### config.mk
export PLATFORM = sky130hd
export DESIGN_NAME = instr_encoder
export DESIGN_NICKNAME = d
export VERILOG_FILES = /design/src/rtl/instr_encoder.sv
export SDC_FILE = /design/constraint.sdc
export NUM_CORES = 1
export LEC_CHECK = 0
export ABC_AREA = 0
export BUFFER_PORTS_ARGS = -buffer_cell sky130_fd_sc_hd__buf_2
export CORE_ASPECT_RATIO = 0.9
export CORE_UTILIZATION = 55
export CTS_CLUSTER_DIAMETER = 50
export DETAILED_ROUTE_END_ITERATION = 10
export PLACE_DENSITY = 0.8
export SYNTH_ARGS = -nofsm -noshare
export SYNTH_HDL_FRONTEND = slang
export SYNTH_SLANG_ARGS = --single-unit
### constraint.sdc
create_clock -name clk -period 4.7 [get_ports clk]
set_clock_uncertainty 0.1 [all_clocks]
set_input_delay 0.94 -clock clk [delete_from_list [all_inputs] [get_ports clk]]
set_output_delay 0.94 -clock clk [all_outputs]
set_load 0.02 [all_outputs]
### src/rtl/instr_encoder.sv
// -----------------------------------------------------------------------------
// instr_encoder
//
// Packs an opcode, register numbers and a 64-bit signed immediate into a
// 32-bit LEGv8 instruction word. It is the inverse of the decode-stage
// immediate extraction and is used by the self-test/boot loader to build
// instruction memory images. Each emitted word carries its byte write
// address and an error flag.
//
// The pipeline has two stages with valid/ready handshakes:
//   S1 registers the request.
//   S2 registers the encoded word, the error flag and the address.
//
// Ports:
//   clk        rising-edge clock
//   reset      synchronous, active-high reset
//   in_valid   request valid
//   in_ready   request accepted when in_valid && in_ready
//   in_fmt     0=R, 1=I, 2=D, 3=CB, 4=B; 5-7 are illegal
//   in_opcode  opcode, left-justified (the MSBs are used)
//   in_rd      Rd/Rt
//   in_rn      Rn
//   in_rm      Rm
//   in_imm     signed immediate (shamt for R)
//   out_valid  word valid
//   out_ready  consumer ready
//   out_instr  encoded word
//   out_addr   byte address of out_instr
//   out_err    immediate out of range, or illegal format
//   err_count  saturating count of emitted words with out_err=1
// -----------------------------------------------------------------------------
module instr_encoder #(
    parameter logic [63:0] BASE_ADDR = 64'h0,
    parameter logic [63:0] ADDR_STEP = 64'd4
) (
    input  logic        clk,
    input  logic        reset,
    input  logic        in_valid,
    output logic        in_ready,
    input  logic [2:0]  in_fmt,
    input  logic [10:0] in_opcode,
    input  logic [4:0]  in_rd,
    input  logic [4:0]  in_rn,
    input  logic [4:0]  in_rm,
    input  logic [63:0] in_imm,
    output logic        out_valid,
    input  logic        out_ready,
    output logic [31:0] out_instr,
    output logic [63:0] out_addr,
    output logic        out_err,
    output logic [15:0] err_count
);

    typedef enum logic [2:0] {
        FMT_R  = 3'd0,
        FMT_I  = 3'd1,
        FMT_D  = 3'd2,
        FMT_CB = 3'd3,
        FMT_B  = 3'd4
    } fmt_e;

    // An immediate fits an n-bit signed field when every bit from n-1 upwards
    // is a copy of the sign bit.
    function automatic logic fits_signed(input logic [63:0] v, input int n);
        logic [63:0] top;
        top = $unsigned($signed(v) >>> (n - 1));
        return (top == '0) || (top == '1);
    endfunction

    // S1 request register
    logic        s1_valid;
    logic [2:0]  s1_fmt;
    logic [10:0] s1_opcode;
    logic [4:0]  s1_rd, s1_rn, s1_rm;
    logic [63:0] s1_imm;

    // S2 control and the address counter
    logic        s2_valid;
    logic        s2_load;
    logic [63:0] next_addr;

    // Combinational encoding of the S1 contents
    logic [31:0] enc_instr;
    logic        enc_err;

    // S2 takes a new word whenever it is empty or its word drains this cycle.
    // S1 can then take a new request, because its word moves into S2.
    assign s2_load   = !s2_valid || out_ready;
    assign in_ready  = !s1_valid || s2_load;
    assign out_valid = s2_valid;

    // NOTE: every output of an always_comb block is given a default first, so
    // that no path through the case leaves it unassigned and infers a latch.
    always_comb begin
        enc_instr = 32'h0;
        enc_err   = 1'b0;
        case (fmt_e'(s1_fmt))
            FMT_R: begin
                enc_instr = {s1_opcode, s1_rm, s1_imm[5:0], s1_rn, s1_rd};
                enc_err   = |s1_imm[63:6];
            end
            FMT_I: begin
                enc_instr = {s1_opcode[10:1], s1_imm[11:0], s1_rn, s1_rd};
                enc_err   = !fits_signed(s1_imm, 12);
            end
            FMT_D: begin
                enc_instr = {s1_opcode, s1_imm[8:0], 2'b00, s1_rn, s1_rd};
                enc_err   = !fits_signed(s1_imm, 9);
            end
            FMT_CB: begin
                enc_instr = {s1_opcode[10:3], s1_imm[18:0], s1_rd};
                enc_err   = !fits_signed(s1_imm, 19);
            end
            FMT_B: begin
                enc_instr = {s1_opcode[10:5], s1_imm[25:0]};
                enc_err   = !fits_signed(s1_imm, 26);
            end
            default: begin
                enc_instr = 32'h0;
                enc_err   = 1'b1;
            end
        endcase
    end

    // NOTE: the S1 payload is not reset. s1_valid qualifies it, so resetting
    // the payload would only add reset fan-out to plain datapath flops.
    always_ff @(posedge clk) begin
        if (in_ready && in_valid) begin
            s1_fmt    <= in_fmt;
            s1_opcode <= in_opcode;
            s1_rd     <= in_rd;
            s1_rn     <= in_rn;
            s1_rm     <= in_rm;
            s1_imm    <= in_imm;
        end
    end

    // NOTE: all sequential state uses non-blocking assignments. Every flop
    // then samples values from before the edge, whatever the statement order.
    always_ff @(posedge clk) begin
        if (reset) begin
            s1_valid  <= 1'b0;
            s2_valid  <= 1'b0;
            out_instr <= 32'h0;
            out_err   <= 1'b0;
            out_addr  <= BASE_ADDR;
            next_addr <= BASE_ADDR;
            err_count <= 16'h0;
        end else begin
            if (in_ready) begin
                s1_valid <= in_valid;
            end
            if (s2_load) begin
                s2_valid <= s1_valid;
                // A drain with no new word leaves the payload unchanged.
                // Payload and address change only when a real word enters S2.
                if (s1_valid) begin
                    out_instr <= enc_instr;
                    out_err   <= enc_err;
                    out_addr  <= next_addr;
                    next_addr <= next_addr + ADDR_STEP;
                end
            end
            if (s2_valid && out_ready && out_err && (err_count != 16'hFFFF)) begin
                err_count <= err_count + 16'd1;
            end
        end
    end

endmodule
==> results of run 1 <==
-- metrics by stage --
step | setup WS, ns | util (%) | cell area [sq um]
after global routing | 1.767 | 68.59 | 12830
after floorplan | 0.7188 | - | 10690
final | 1.829 | 68.59 | 12830
after detailed placement | 1.470 | 63.52 | 11880
after CTS | 1.833 | 68.59 | 12830
after global placement | 1.487 | 63.52 | 11880
-- layer usage --
metal / wire [um] / up-vias / track usage (%)
met5: 0 / - / 0
met4: 869 / 0 / 9.410
met3: 1709 / 56 / 4.728
met2: 11670 / 328 / 39.87
met1: 11020 / 3995 / 34.34
li1: - / 4143 / -
-- sequential cells by signal (all words and copies together) (netlist names) --
signal	count
s1_imm	64
next_addr	62
out_addr	62
out_instr	32
err_count	16
s1_opcode	11
s1_rd	5
s1_rm	5
s1_rn	5
s1_fmt	3
out_err	1
out_valid	1
s1_valid	1
-- critical path: cells and delay by family --
| kind | cells | cell delay [ns] |
|---|---|---|
| simple gates | 2 | 0.55 |
| buf+inv | 2 | 0.34 |
-- logic make-up after synthesis --
kind of cell    after synthesis  share of synthesized area, %
flops                       268                         58.91
buf+inv                      74                         2.774
mux                          10                        0.9951
simple gates                461                         21.51
compound gates              185                         10.38
fa+ha+maj                     2                        0.2341
other cells                   1                       0.03509
xor+xnor                     63                         5.163
-- path summary, 6_finish.rpt --
check | start | to | slack (ns) | cells past startpoint
worst max register to register | next_addr[17] | next_addr[48] | 1.90 | 6
worst min-delay path | out_addr[21] | out_addr[21] | 0.35 | 2
worst min register to register | out_addr[21] | out_addr[21] | 0.35 | 2
worst max-delay path | out_ready | in_ready | 1.83 | 4
-- cell usage after synthesis (all sizes together), types with 11 or more instances --
cell,instances
dfxtp,175
nand2,152
nor2,112
a21oi,100
edfxtp,93
clkbuf,52
xor2,42
nand3,39
nand4,37
a22oi,36
nor2b,34
xnor2,21
o22ai,17
nor4,16
nor3,14
or3,14
and3,13
o21ai,13
buf,11
inv,11
-- cell type report --
cell class / instances / area (sq um) / share of cell area [%]
tap: 245 / 306.5 / 2.390
timing repair buffer: 216 / 1114 / 8.681
clock buffer: 30 / 718.2 / 5.599
multi-input combinational: 723 / 4120 / 32.12
clock inverter: 22 / 231.5 / 1.805
inverter: 11 / 41.29 / 0.3219
sequential: 268 / 6296 / 49.08
-- where the power goes --
part | switching [W] | internal [W] | total (W)
Clock | 0.000906 | 0.00133 | 0.00224
Sequential | 0.0000539 | 0.00247 | 0.00252
Combinational | 0.000156 | 0.0000889 | 0.000245
Total | 0.00112 | 0.00389 | 0.00501
==> results.yml, run 1 <==
outcome:
  status: "completed"
layout:
  syn_to_final_growth_pct: 20.02
  layout_commonest_cell: "buf_2"
  nFillCells: 1426
  most-common-layout-cells: "buf_2 (208), dfxtp_1 (175), nand2_1 (151), nor2_1 (111), a21oi_1 (99)"
  drive_gt1_share_pct: 22.20
  antenna_cells: 0
  fin_nets: 1347
  finalNonFillerCells: 1515
die:
  io_pins: 212
  core_area_sq_mm: 0.01870
  fp-row-count: 47
  die_area_sq_mm: 0.01999
  die_w_um: 148.9
  dieHeight_um: 134.2
  start_util_pct: 57.15
sta:
  slew_headroom_pct: 21.78
  holdWs_ns: 0.3496
  fmax_ghz: 0.3483
  drv_slew: 0
  period_minus_slack_ns: 2.871
  finalSetupTns_ns: 0
  hold_viol: 0
  fin_crit_sh_pct: 61.09
  rsz0062_at_grt: "false"
  finalSetupViolations: 0
  tightest_slew_ns: 1.164
drt:
  wl_per_cell_um: 16.68
  drc: 0
  drt-initial-drc-count: 544
  ant_nets: 0
  dr.pass1.iters: 5
  post_drt_via_cell_ratio: 5.625
  vias: 8522
  drt-total-wl_mm: 25.27
clock_tree:
  cts_tree: "yes"
  clk_latency_ns: 0.54
  cts_buffer_depth: 3
  tritoncts.num_buffers: 28
  cts_hold_buf: 0
  clk_pin_slew_ns: 0.06
  htree_levels: 1
  cts_setup_buffers: 0
  clock-root-buffer: "clkbuf_16"
  ctsResizeCount: 0
  cts_sinks: 268
worst_setup_path:
  cp-start-kind: "primary input"
  cp.arrival_ns: 1.83
  crit_top_cell: "buf_2"
  cp-end-kind: "primary output"
  cp_slowest_cell: "nor2b_1"
  crit_chain: "buf_2 -> nor2b_1 -> nand2_1 -> buf_2"
  crit_fanout: 4
  slowest_delay_ns: 0.41
  worstPathRequired_ns: 3.66
  path_class: "in -> out"
synth:
  synth_seq_cells: 268
  yosys.cell_types.count: 55
  ys_async_sr_fraction_pct: 0
  synth_top_area_share_pct: 32.78
  yosys_warnings: 0
  synth.top_cells.by_area: "dfxtp_1 (33%), edfxtp_1 (26%), nand2_1 (5.3%), a21oi_1 (4.7%), nor2_1 (3.9%)"
  syn_area_per_cell_sq_um: 10.04
  synth_edf_count: 93
  netlist_area_sq_mm: 0.01069
  synth_seq_area_share_pct: 58.91
  synth_largest_area_cell: "dfxtp_1"
  synth_flop_cell: "dfxtp_1"
  synthCells: 1064
pwr:
  p_leak_nw: 4.906
  peakVddDrop_mv: 0.3187
  p_per_area_mw_per_mm2: 390.3
  fin_total_pwr_w: 0.005006
place:
  dpl.cell_count: 1463
  io_buffer_count: 209
  dp_hpwl_mm: 17.09
  finalWeightedCongestion: 0.8710
global_route:
  grt_pass1_vias: 7897
  grt_overflow: 0
  grt_pass1_wl_mm: 40.43
  grt_max_degree: 102
  antenna_found_initial: 0
  grtUsageTotal_pct: 25.17
run:
  maxCapViolations: 0
min_path:
  worst_hold_path_type: "reg -> reg"
Note: power is estimated with default switching activity, not from simulation.
==> run 2: changes to the inputs <==
--- a/config.mk
+++ b/config.mk
@@ -8,10 +8,10 @@
 export ABC_AREA = 0
 export BUFFER_PORTS_ARGS = -buffer_cell sky130_fd_sc_hd__buf_2
 export CORE_ASPECT_RATIO = 0.9
-export CORE_UTILIZATION = 55
+export CORE_UTILIZATION = 50
 export CTS_CLUSTER_DIAMETER = 50
 export DETAILED_ROUTE_END_ITERATION = 10
-export PLACE_DENSITY = 0.8
+export PLACE_DENSITY = 0.76
 export SYNTH_ARGS = -nofsm -noshare
 export SYNTH_HDL_FRONTEND = slang
 export SYNTH_SLANG_ARGS = --single-unit
==> constraint.sdc (replaced) <==
create_clock -name clk -period 2.55 [get_ports clk]
set_clock_uncertainty 0.1 [all_clocks]
set_input_delay 0.51 -clock clk [delete_from_list [all_inputs] [get_ports clk]]
set_output_delay 0.51 -clock clk [all_outputs]
set_load 0.02 [all_outputs]
==> run 2 against run 1 <==
Compared with the run above: sequential power increased by 84%; first-iteration DRC count increased by 17%; sequential share of layout area down 0.85 points; design area is 1.8% higher; flip-flop and latch count unchanged; die area is 9.9% higher; combinational power grew 98%; critical path type is now reg -> out.
==> results.yml, run 2 (same netlist as run 1, synthesis figures left out) <==
sta:
  fmax_ghz: 0.4386
  tightest_slew_ns: 0.7268
  holdWs_ns: 0.05640
  hold_viol: 0
  slew_headroom_pct: 51.54
  finalSetupTns_ns: 0
  fin_crit_sh_pct: 89.41
  drv_slew: 0
  finalSetupViolations: 0
  period_minus_slack_ns: 2.280
  rsz0062_at_grt: "false"
place:
  dp_hpwl_mm: 17.67
  io_buffer_count: 209
  finalWeightedCongestion: 0.9161
clock_tree:
  cts_buffer_depth: 3
  cts_setup_buffers: 0
  cts_sinks: 268
  tritoncts.num_buffers: 29
  clock-root-buffer: "clkbuf_16"
  cts_hold_buf: 0
  ctsResizeCount: 0
  htree_levels: 1
  clk_pin_slew_ns: 0.06
  clk_latency_ns: 0.52
  cts_tree: "yes"
die:
  core_area_sq_mm: 0.02090
  die_area_sq_mm: 0.02196
  io_pins: 212
  die_w_um: 156.1
  dieHeight_um: 140.7
  start_util_pct: 51.15
  fp-row-count: 50
min_path:
  worst_hold_path_type: "in -> reg"
pwr:
  peakVddDrop_mv: 0.6309
  p_leak_nw: 4.999
  fin_total_pwr_w: 0.009225
  p_per_area_mw_per_mm2: 706.8
worst_setup_path:
  cp.arrival_ns: 1.67
  worstPathRequired_ns: 1.94
  cp-start-kind: "register"
  r2r-end: "out_err"
  crit_fanout: 4
  critical_path.endpoint: "in_ready"
  ff2ff_setup_slack_ns: 0.30
  startpoint: "out_valid"
  timing.rr.start: "s1_imm[12]"
  r2r_cells: 6
  path_class: "reg -> out"
  cp-end-kind: "primary output"
layout:
  syn_to_final_growth_pct: 22.13
  seq_area_sq_mm: 0.006296
  layout_commonest_cell: "buf_2"
  fin_nets: 1366
  regMostFlops: "s1_imm"
  post-route-util_pct: 62.47
  largest_register_ffs: 64
  multi_input_area_sq_mm: 0.004120
  drive_gt1_share_pct: 23.41
  reg_top3: "s1_imm (64), next_addr (62), out_addr (62)"
  most-common-layout-cells: "buf_2 (208), dfxtp_1 (175), nand2_1 (151), nor2_1 (111), a21oi_1 (99)"
  nFillCells: 1719
global_route:
  grt_pass1_vias: 8052
  grtUsageTotal_pct: 23.10
  met3_usage_pct: 4.765
  grt-busiest-layer: "met2"
  met2_usage_pct: 37.90
  grt_overflow: 0
  grt_max_degree: 77
  gr-usage-met1_pct: 30.55
  antenna_found_initial: 5
  grt_pass1_wl_mm: 40.69
drt:
  drt-initial-drc-count: 639
  drt-total-wl_mm: 25.45
  drc: 0
  wl_per_cell_um: 16.15
  post_drt_via_cell_ratio: 5.397
  ant_nets: 0
  dr.pass1.iters: 5
  vias: 8506
run:
  maxCapViolations: 0
outcome:
  status: "completed"
run 2: how the worst min path moves through the flow:
stage	startpoint	to	slack [ns]	cells past startpoint
3_5_place_dp	out_addr[41]	out_addr[41]	0.34	2
6_report	in_imm[49]	s1_imm[49]	0.06	1
3_3_place_gp	out_addr[11]	out_addr[11]	0.34	2
4_1_cts	in_imm[54]	s1_imm[54]	0.03	1
5_1_grt	in_imm[42]	s1_imm[42]	0.03	1
2_1_floorplan	next_addr[63]	out_addr[63]	0.34	2
run 2: cell type report:
type	instances	area share (%)
Antenna cell	4	0.07669
Clock buffer	34	5.704
Clock inverter	16	1.505
Inverter	11	0.3163
Multi-Input combinational cell	723	31.57
Sequential cell	268	48.24
Tap cell	286	2.742
Timing Repair Buffer	234	9.854
run 2: power by group:
part | leakage, nW | internal (W) | switching, W
clock network | 0.449 | 0.00248 | 0.00162
registers | 2.32 | 0.00455 | 0.0000857
logic | 2.23 | 0.000181 | 0.000303
total | 5.00 | 0.00722 | 0.00201
run 2: critical path: stages, from the launching register on:
cell,delay [ns]
dfxtp_1,0.36
nor2b_1,0.45
nand2_1,0.14
buf_2,0.19
run 2: routing by layer:
metal / wire length, um / vias to the layer above
met3: 1635 / 47
met2: 11910 / 287
met1: 11280 / 3991
met5: 8 / -
li1: - / 4179
met4: 608 / 2
run 2: per-stage QoR:
step / cells / setup slack, ns / instance area [sq um]
final: 1576 / 0.2700 / 13050
after global routing: 1576 / 0.1069 / 13050
after CTS: 1572 / 0.2157 / 13040
after detailed placement: 1522 / 0.2519 / 12100
after global placement: 1522 / 0.3309 / 12100
after floorplan: 1065 / 0.02218 / 10690
